===== src/rtl/mem_pkg.sv =====
// Shared definitions for the data cache slice.
//   - load_type_e   : RISC-V load funct3 encodings understood by the cache
//   - cache_state_e : cache controller states
//   - default address split (offset / index / tag widths)
//   - store byte-enable and word-spill helpers
package mem_pkg;

  localparam int ADDR_BITS   = 32;
  localparam int IDX_BITS    = 6;
  localparam int OFFSET_BITS = 2;
  localparam int TAG_BITS    = ADDR_BITS - IDX_BITS - OFFSET_BITS;

  typedef enum logic [2:0] {
    LB  = 3'b000,
    LH  = 3'b001,
    LW  = 3'b010,
    LBU = 3'b100,
    LHU = 3'b101
  } load_type_e;

  typedef enum logic [0:0] {
    IDLE   = 1'b0,
    REFILL = 1'b1
  } cache_state_e;

  // Byte lanes written by a store, positioned at the byte offset.
  // Lanes shifted past byte 3 are dropped; those stores are spills.
  function automatic logic [3:0] store_byte_enable(input logic sw, input logic sh,
                                                   input logic sb, input logic [1:0] offset);
    logic [3:0] base;
    if (sw) begin
      base = 4'b1111;
    end else if (sh) begin
      base = 4'b0011;
    end else if (sb) begin
      base = 4'b0001;
    end else begin
      base = 4'b0000;
    end
    return base << offset;
  endfunction

  // True when a store crosses into the following word.
  function automatic logic store_spills(input logic sw, input logic sh, input logic [1:0] offset);
    return (sw && (offset != 2'd0)) || (sh && (offset == 2'd3));
  endfunction

endpackage


===== src/rtl/load_extend.sv =====
// Load extraction: selects the byte/half/word addressed by offset from a
// cached word and sign- or zero-extends it according to load_type.
//   word      in  WIDTH  aligned data word
//   offset    in  2      byte offset within the word
//   load_type in  3      RISC-V load funct3
//   rdata     out WIDTH  extended result (0 for undefined funct3)
module load_extend
  import mem_pkg::*;
#(
  parameter int WIDTH = 32
) (
  input  logic [WIDTH-1:0] word,
  input  logic [1:0]       offset,
  input  logic [2:0]       load_type,
  output logic [WIDTH-1:0] rdata
);

  logic [7:0]  byte_s;
  logic [15:0] half_s;

  // Lane selection and extension.
  always_comb begin
    byte_s = word[{offset, 3'b000} +: 8];
    half_s = offset[1] ? word[31:16] : word[15:0];
    rdata  = {WIDTH{1'b0}};
    case (load_type_e'(load_type))
      LB:      rdata = {{(WIDTH-8){byte_s[7]}}, byte_s};
      LH:      rdata = {{(WIDTH-16){half_s[15]}}, half_s};
      LW:      rdata = word;
      LBU:     rdata = {{(WIDTH-8){1'b0}}, byte_s};
      LHU:     rdata = {{(WIDTH-16){1'b0}}, half_s};
      default: rdata = {WIDTH{1'b0}};
    endcase
  end

endmodule


===== src/rtl/data_cache.sv =====
// Direct-mapped, write-through, no-write-allocate data cache between the
// CPU memory stage and the data ram. One 32-bit word per line.
//   clk, rst              clock and synchronous active-high reset
//   addr, wdata           CPU byte address and right-aligned store data
//   load, load_type       load request and funct3
//   sw, sh, sb            store requests (at most one high)
//   rdata, stall          extended load result and pipeline freeze
//   mem_a, mem_wd         ram address and write data
//   mem_sw/mem_sh/mem_sb  ram store strobes
//   mem_rd                combinational word read data from ram
//   hit_count, miss_count saturating load hit/miss counters
module data_cache
  import mem_pkg::*;
#(
  parameter int ADDRESS_LENGTH = ADDR_BITS,
  parameter int INDEX_BITS     = IDX_BITS,
  parameter int CNT_WIDTH      = 32
) (
  input  logic                      clk,
  input  logic                      rst,
  input  logic [ADDRESS_LENGTH-1:0] addr,
  input  logic [ADDRESS_LENGTH-1:0] wdata,
  input  logic                      load,
  input  logic [2:0]                load_type,
  input  logic                      sw,
  input  logic                      sh,
  input  logic                      sb,
  output logic [ADDRESS_LENGTH-1:0] rdata,
  output logic                      stall,
  output logic [ADDRESS_LENGTH-1:0] mem_a,
  output logic [ADDRESS_LENGTH-1:0] mem_wd,
  output logic                      mem_sw,
  output logic                      mem_sh,
  output logic                      mem_sb,
  input  logic [ADDRESS_LENGTH-1:0] mem_rd,
  output logic [CNT_WIDTH-1:0]      hit_count,
  output logic [CNT_WIDTH-1:0]      miss_count
);

  localparam int LINES = 1 << INDEX_BITS;
  localparam int TAGW  = ADDRESS_LENGTH - INDEX_BITS - 2;
  localparam logic [CNT_WIDTH-1:0]  CNT_ONE = {{(CNT_WIDTH-1){1'b0}}, 1'b1};
  localparam logic [CNT_WIDTH-1:0]  CNT_MAX = {CNT_WIDTH{1'b1}};
  localparam logic [INDEX_BITS-1:0] IDX_ONE = {{(INDEX_BITS-1){1'b0}}, 1'b1};

  logic [LINES-1:0]          valid_r;
  logic [TAGW-1:0]           tag_r  [LINES];
  logic [ADDRESS_LENGTH-1:0] data_r [LINES];

  cache_state_e state_r, state_next_s;
  logic [CNT_WIDTH-1:0] hit_count_r, miss_count_r;

  logic [1:0]                offset_s;
  logic [INDEX_BITS-1:0]     index_s, index_next_s;
  logic [TAGW-1:0]           tag_s;
  logic                      store_s, hit_s, spill_s;
  logic                      hit_inc_s, miss_inc_s;
  logic [ADDRESS_LENGTH-1:0] line_word_s, ext_s, shifted_s, merged_s;
  logic [3:0]                be_s;

  assign offset_s     = addr[1:0];
  assign index_s      = addr[INDEX_BITS+1:2];
  assign tag_s        = addr[ADDRESS_LENGTH-1:INDEX_BITS+2];
  assign index_next_s = index_s + IDX_ONE;   // wraps modulo line count
  assign store_s      = sw | sh | sb;
  assign line_word_s  = data_r[index_s];
  assign hit_s        = valid_r[index_s] && (tag_r[index_s] == tag_s);
  assign spill_s      = store_spills(sw, sh, offset_s);
  assign be_s         = store_byte_enable(sw, sh, sb, offset_s);
  assign shifted_s    = wdata << {offset_s, 3'b000};
  assign hit_count    = hit_count_r;
  assign miss_count   = miss_count_r;

  load_extend #(.WIDTH(ADDRESS_LENGTH)) u_load_extend (
    .word      (line_word_s),
    .offset    (offset_s),
    .load_type (load_type),
    .rdata     (ext_s)
  );

  // Store merge: replace only the byte lanes touched by the store.
  always_comb begin
    merged_s = line_word_s;
    for (int b = 0; b < 4; b++) begin
      if (be_s[b]) begin
        merged_s[8*b +: 8] = shifted_s[8*b +: 8];
      end else begin
        merged_s[8*b +: 8] = line_word_s[8*b +: 8];
      end
    end
  end

  // Next-state and ram/CPU outputs; a store wins over a simultaneous load.
  always_comb begin
    state_next_s = state_r;
    stall        = 1'b0;
    rdata        = {ADDRESS_LENGTH{1'b0}};
    mem_a        = addr;
    mem_wd       = {ADDRESS_LENGTH{1'b0}};
    mem_sw       = 1'b0;
    mem_sh       = 1'b0;
    mem_sb       = 1'b0;
    hit_inc_s    = 1'b0;
    miss_inc_s   = 1'b0;
    case (state_r)
      IDLE: begin
        if (store_s) begin
          mem_wd = wdata;
          mem_sw = sw;
          mem_sh = sh;
          mem_sb = sb;
        end else if (load) begin
          if (hit_s) begin
            rdata     = ext_s;
            hit_inc_s = 1'b1;
          end else begin
            stall        = 1'b1;
            miss_inc_s   = 1'b1;
            state_next_s = REFILL;
          end
        end else begin
          state_next_s = IDLE;
        end
      end
      REFILL: begin
        // CPU holds addr stable, so the line address is still on addr.
        stall        = 1'b1;
        mem_a        = {addr[ADDRESS_LENGTH-1:2], 2'b00};
        state_next_s = IDLE;
      end
      default: state_next_s = IDLE;
    endcase
  end

  // Controller state register; reset also aborts a refill in flight.
  always_ff @(posedge clk) begin
    if (rst) begin
      state_r <= IDLE;
    end else begin
      state_r <= state_next_s;
    end
  end

  // Line array: refill, store-hit merge and spill invalidation.
  always_ff @(posedge clk) begin
    if (rst) begin
      valid_r <= {LINES{1'b0}};
    end else if (state_r == REFILL) begin
      valid_r[index_s] <= 1'b1;
      tag_r[index_s]   <= tag_s;
      data_r[index_s]  <= mem_rd;
    end else if (store_s && spill_s) begin
      valid_r[index_s]      <= 1'b0;
      valid_r[index_next_s] <= 1'b0;
    end else if (store_s && hit_s) begin
      data_r[index_s] <= merged_s;
    end
  end

  // Saturating performance counters.
  always_ff @(posedge clk) begin
    if (rst) begin
      hit_count_r  <= {CNT_WIDTH{1'b0}};
      miss_count_r <= {CNT_WIDTH{1'b0}};
    end else begin
      if (hit_inc_s && (hit_count_r != CNT_MAX)) begin
        hit_count_r <= hit_count_r + CNT_ONE;
      end
      if (miss_inc_s && (miss_count_r != CNT_MAX)) begin
        miss_count_r <= miss_count_r + CNT_ONE;
      end
    end
  end

endmodule


===== config.mk =====
export PLATFORM = sky130hd
export DESIGN_NAME = data_cache
export DESIGN_NICKNAME = d
export VERILOG_FILES = /design/src/rtl/mem_pkg.sv /design/src/rtl/load_extend.sv /design/src/rtl/data_cache.sv
export SDC_FILE = /design/constraint.sdc
export NUM_CORES = 2
export LEC_CHECK = 0
export ABC_AREA = 1
export BUFFER_PORTS_ARGS = -buffer_cell sky130_fd_sc_hd__buf_2
export CAP_MARGIN = 20
export CORE_ASPECT_RATIO = 1.5
export CORE_MARGIN = 3
export CORE_UTILIZATION = 30
export CTS_BUF_LIST = sky130_fd_sc_hd__clkbuf_2
export DETAILED_ROUTE_END_ITERATION = 7
export HOLD_SLACK_MARGIN = 0.02
export PLACE_DENSITY = 0.48
export SYNTH_ARGS = -nofsm -noshare
export SYNTH_HDL_FRONTEND = slang
export SYNTH_SLANG_ARGS = --single-unit
export TNS_END_PERCENT = 20

===== constraint.sdc =====
create_clock -name clk -period 6.1 [get_ports clk]
set_input_delay 0 -clock clk [delete_from_list [all_inputs] [get_ports clk]]
set_output_delay 0 -clock clk [all_outputs]
set_load 0.05 [all_outputs]

Yosys cells after proc, flatten, opt, wreduce, memory -nomap -nowiden
Memory sizes are Yosys's and may differ from the RTL's.
Cells that the tools add are included.
{"block": "classes", "addsub": 3, "magnitude_cmp": 4, "eq_ne": 8, "shift": 3, "mux": 49, "bitwise": 9, "reduce_logical": 13}
{"cell": "$mux W32", "count": 7}
{"cell": "$pmux W32 S5", "count": 1}
{"cell": "$and A64 B64 Y64", "count": 2}
{"cell": "$mux W64", "count": 2}
{"cell": "$not A64 Y64", "count": 2}
{"cell": "$add A32 B1 Y32 const B", "count": 2}
{"cell": "$ne A32 B32 Y1 const B", "count": 2}
{"cell": "$or A64 B64 Y64", "count": 1}
{"cell": "$mux W8", "count": 4}
{"cell": "$shiftx A32 B6 Y8", "count": 1}
{"cell": "$shl A32 B5 Y32", "count": 1}
{"cell": "$mux W1", "count": 26}
{"cell": "$eq A24 B24 Y1", "count": 1}
{"cell": "$mux W16", "count": 1}
{"cell": "$lt A6 B7 Y1 const B", "count": 2}
{"cell": "$demux W1 S6", "count": 2}
{"cell": "$ge A6 B1 Y1 const B", "count": 2}
{"cell": "$logic_and A1 B1 Y1", "count": 9}
{"cell": "$add A6 B1 Y6 const B", "count": 1}
{"cell": "$bmux W1 S6", "count": 1}
{"cell": "$eq A3 B3 Y1 const B", "count": 2}
{"cell": "$mux W2", "count": 2}
{"cell": "$mux W4", "count": 1}
{"cell": "$pmux W1 S2", "count": 2}
{"cell": "other kinds (9)", "count": 12}
{"block": "word_totals", "reg_bits": 129, "ram_bits": 3584, "out_inout_bits": 164, "wordCells": 95, "memories": 2}
{"name": "data_r", "depth": 64, "width": 32, "rd": 1, "rd_ports_with_merged_regs": 0, "wr": 1, "line_no": "data_cache.sv:48", "source": "logic [ADDRESS_LENGTH-1:0] data_r [LINES];"}
{"name": "tag_r", "depth": 64, "width": 24, "rd": 1, "rd_ports_with_merged_regs": 0, "wr": 1, "line_no": "data_cache.sv:47", "source": "logic [TAGW-1:0] tag_r [LINES];"}

Logic depth before layout (Yosys ltp)
{"block": "depth", "ltp_word": 10, "ltp_mapped": 26, "ltp_nobuf": 23}

Cells and area by module
A second synthesis with hierarchy kept.
{"block": "hier_totals", "cells_unflattened": 11949, "hier_area_um2": 149291.9}
{"module": "data_cache", "instances": 1, "cells_per_inst": 11750, "area_each_um2": 148316.0}
{"module": "load_extend", "instances": 1, "cells_per_inst": 199, "area_each_um2": 975.9}

Worst setup path after synthesis
OpenSTA, ideal clock, no wires.
{"block": "synth_timing", "kind": "input -> register", "start": "in addr[2]", "end": "mem data_r[0][19] in the netlist's numbering, data pin", "setup_ns": 0.702, "arrival_time_ns": 4.701, "t_required_ns": 5.398, "setup_slack_ns": 0.697, "cell_stages": 16, "path_buffers": 8, "cell_sequence": "inv_2 -> buf_4 -> buf_6 -> buf_6 -> buf_2 -> nand2_2 -> inv_2 -> buf_4 -> buf_6 -> buf_2 -> buf_1 -> a22oi_1 -> a31o_2 -> nand4_1 -> mux2i_1 -> o21ai_0"}
{"block": "synth_between", "elab_chain_len": 10, "elab_cells_between_ends": 14, "cone_classes": "1 x eq/ne; 9 x mux; 2 x reduce/logical; 2 x memory"}
{"item": "from (decl)", "line_no": "data_cache.sv:21", "source": "input logic [ADDRESS_LENGTH-1:0] addr,"}
{"item": "$mem_v2 Z64 W24 or $bmux W1 S6 (tied branches)"}
{"item": "$eq A24 B24 Y1 or $mux W1 (tied branches)", "line_no": "data_cache.sv:67", "source": "assign hit_s = valid_r[index_s] && (tag_r[index_s] == tag_s);"}
{"item": "$logic_and A1 B1 Y1", "line_no": "data_cache.sv:67"}
{"item": "$logic_and A1 B1 Y1", "line_no": "data_cache.sv:155", "source": "end else if (store_s && hit_s) begin"}
{"item": "$mux W1", "line_no": "data_cache.sv:155"}
{"item": "$mux W1", "line_no": "data_cache.sv:152", "source": "end else if (store_s && spill_s) begin"}
{"item": "$mux W1", "line_no": "data_cache.sv:148", "source": "end else if (state_r == REFILL) begin"}
{"item": "$mux W1", "line_no": "data_cache.sv:146", "source": "if (rst) begin"}
{"item": "$mux W1 (implied by the code)", "line_no": "data_cache.sv:156", "source": "data_r[index_s] <= merged_s;"}
{"item": "$mux W32 (no source line) (*)"}
{"item": "to (decl)", "line_no": "data_cache.sv:48"}
Every way passes the cells marked *; elsewhere a longest branch is shown, timed or not. The select of a mux whose other input is x is not followed.

Worst setup path after layout
{"block": "layout_timing", "start": "in addr[3]", "end": "out rdata[6]"}
{"block": "layout_between", "elab_chain_len": 7, "elab_cells_between_ends": 13, "cone_classes": "1 x eq/ne; 1 x shift; 8 x mux; 1 x reduce/logical; 2 x memory"}
{"item": "$mem_v2 Z64 W32 (tied with other cells)"}
{"item": "$shiftx A32 B6 Y8 (tied with other cells)", "line_no": "load_extend.sv:23", "source": "byte_s = word[{offset, 3'b000} +: 8];"}
{"item": "$pmux W32 S5 or $logic_and A1 B1 Y1 (tied branches)", "line_no": "load_extend.sv:26, data_cache.sv:67"}
{"item": "$mux W32 (*)", "line_no": "data_cache.sv:113", "source": "if (hit_s) begin"}
{"item": "$mux W32 (*)", "line_no": "data_cache.sv:112", "source": "end else if (load) begin"}
{"item": "$mux W32 (*)", "line_no": "data_cache.sv:107", "source": "if (store_s) begin"}
{"item": "$mux W32 (*)", "line_no": "data_cache.sv:105", "source": "case (state_r)"}
{"item": "to (decl)", "line_no": "data_cache.sv:28", "source": "output logic [ADDRESS_LENGTH-1:0] rdata,"}
Marked as above.

==> flow_summary.yaml <==
outcome:
  status: "complete, but fails checks"
  violations: "setup timing"
sta:
  worst_slew_pin_slew_ps: 1260
  finalSetupViolations: 3
  fin_crit_ps: 6110
  whs_ps: 255
  clock_skew_ps: 296
  fin_setup_tns_ps: -15.9
  slew_viol_final: 0
  grt_setup_unrepaired: "yes"
  finalCritPeriodShare: 1.00
  hold_violations: 0
  clock.fmax_mhz: 164
  slew_headroom: 0.156
  setup_ws_ps: -10.2
clocking:
  root_buffer: "clkbuf_2"
  cts_buffers: 866
  clkLatencyLatePin_ps: 2410
  cts.clk_slew.worst_paths_ps: 100
  h-tree-depth: 6
  cts_tree: "built"
  cts.sinks: 3713
  clock_path_buffers: 4
critical_path:
  cp.required_ps: 6100
  critPathCapture: "rdata[6]"
  worstSetupStartpoint: "addr[3]"
  r2r-start: "tag_r[38][16]"
  r2r_slack_ps: 50
  end_kind: "output port"
  critical_path_class: "in2out"
  r2r-end: "data_r[59][18]"
  cp.arrival_ps: 6110
  crit_fanout: 35
  r2r_cells: 23
  critical_path.startpoint_type: "primary input"
routing:
  drc: 0
  wl_mm: 580
  dr.pass1.iters: 7
  viasPerCell: 5.02
  drt_iter0_drc: 10100
  ant_nets: 0
  wl_per_cell_um: 27.5
  vias: 106000
power_and_ir_drop:
  p_leak_nw: 65.6
  power.density_nw_per_um2: 267
  ir_drop_mv: 0.196
yosys:
  synth-async-reset-ratio: 0
  synth_top_area_frac: 0.719
  avgSynthCellArea_sq_um: 12.2
  ys_dominant_reg_cell: "edfxtp_1"
  ys_types: 54
  ys_top_cells_by_count: "edfxtp_1 (3584), nand2_1 (3063), inv_1 (1062), nor2_1 (1036), nand3_1 (501)"
  synth.most_common_cell: "edfxtp_1"
  synth_nets: 12400
  synth_edf_count: 3584
  synthCells: 12300
  netlist_top_cells_area: "edfxtp_1 (72%), nand2_1 (7.7%), inv_1 (2.7%)"
  yosysWarnings: 0
  synth_top_area_cell: "edfxtp_1"
  mappedNetlistArea_sq_um: 150000
  ys_seq_area_frac: 0.736
  ys_seq_elements: 3713
layout:
  syn2layout_area_growth_pct: 19.2
  multi_input_area_sq_um: 34000
  regArea_sq_um: 110000
  nets: 14000
  final_layout_size_suffix_gt1_frac: 0.178
  fillers: 49000
placed_design:
  place_hpwl_mm: 341
  numPortBuffers: 268
  place_congestion: 0.873
floorplan:
  num_rows: 317
  die_area_sq_um: 508000
  die_x_um: 583
  io_pins: 269
  initial_core_util: 0.301
  die_height_um: 871
  core_area_sq_um: 497000
run:
  maxCapViolCount: 0
global_route:
  antenna_found_initial: 27
  grtUsageTotal: 0.221
  overflow: 0
  grt_max_degree: 170
  grt_pass1_vias: 105000
  grt_pass1_wl_mm: 803
worst_hold_path:
  worst_hold_path_type: "in2reg"
## critical path: stages
cell and delay [ps]:
buf_4 190, dlygate4sd3_1 750, nand2_4 270, buf_12 230, nor2_4 120, dlygate4sd3_1 890
buf_12 320, inv_1 440, buf_4 320, o21ai_0 110, a221oi_1 210, nand4_1 130
nand2_1 90, nand2_1 170, nor2_1 440, nand2_1 410, nand2_1 150, nand2_1 80
nand2_1 60, o21ai_0 100, a21oi_1 280, nor2_1 70, clkbuf_4 220
## flip-flops by register name, summed over array words and instances (netlist names)
name	flops
data_r	2048
tag_r	1536
valid_r	64
hit_count	32
miss_count	32
state_r	1
## cells in the final DEF, fill, tap and decap left out, types with 13 or more instances in the layout
master	instances
a21oi_1	289
a221oi_1	218
a22o_1	105
a22oi_1	287
a31oi_1	23
buf_12	215
buf_16	26
buf_2	229
buf_4	400
clkbuf_2	1254
clkinv_1	192
clkinv_2	17
dfxtp_1	129
diode_2	39
dlygate4sd3_1	506
edfxtp_1	3584
inv_1	1061
mux2i_1	13
nand2_1	3048
nand2_2	16
nand3_1	500
nand4_1	274
nor2_1	880
nor2_2	23
nor2_4	142
nor3_1	96
o211ai_1	67
o21ai_0	404
o21ai_1	135
o21ai_4	32
o2bb2ai_1	16
or2_1	18
or2_2	132
xor2_1	28
## logic make-up after synthesis
logic type / synth area share
mux: 0.000869
compound gates: 0.0702
xor+xnor: 0.00187
flops: 0.736
fa+ha+maj: 0.000251
buf+inv: 0.0482
simple gates: 0.143
## per-stage QoR
stage | util | instance area [sq um] | cells | power, mW | setup WS (ps)
after global placement | 0.330 | 164000 | 19000 | 31.8 | 335
after floorplan | - | 150000 | 12300 | 30.1 | 697
after detailed placement | 0.331 | 164000 | 19000 | 31.8 | 376
final | 0.359 | 178000 | 21100 | 47.7 | -10.2
after CTS | 0.358 | 178000 | 21100 | 48.2 | 7.06
after global routing | 0.359 | 178000 | 21100 | 49.6 | -45.1
## worst min path at each step
stage / endpoint / slack, ps / start / cells past startpoint
after global routing: data_r[34][7] / 60 / mem_rd[7] / 8
final: valid_r[52] / 260 / addr[5] / 10
after CTS: hit_count[18] / 20 / addr[4] / 21
after detailed placement: mem_wd[24] / 380 / wdata[24] / 4
after global placement: mem_wd[24] / 380 / wdata[24] / 4
after floorplan: tag_r[0][0] / 100 / addr[8] / 0
## final cells by class
type	instances	area share
clock inverter	242	0.00742
inverter	1080	0.0229
timing repair buffer	1383	0.0803
antenna	39	0.000547
sequential	3713	0.617
multi-input combinational	6852	0.190
clock buffer	1254	0.0352
tap	6539	0.0458
## routing by layer
layer,share of wire,vias to the layer above,global-route usage
met5,0.00018,-,0
li1,-,46900,-
met1,0.38,53400,0.261
met3,0.058,1099,0.0313
met4,0.055,16,0.112
met2,0.51,4486,0.391
## what timing repair did
| action | in CTS | in global routing |
|---|---|---|
| gates cloned | 3 | 1 |
| pin swaps | 3 | 4 |
| gates resized for setup | 69 | 23 |
| buffers inserted | 2 | 4 |
| endpoints found under the setup margin | 33 | 118 |
| hold buffers | 541 | 7 |
| endpoints found under the hold margin | 7282 | 416 |
## where the power goes
group	internal (mW)	switching, mW	total, mW	leakage [nW]
clock network	5.94	10.2	16.1	5.81
registers	27.9	0.00406	27.9	33.2
logic	1.08	2.66	3.75	26.5
Note: power is estimated with default switching activity, not from simulation.
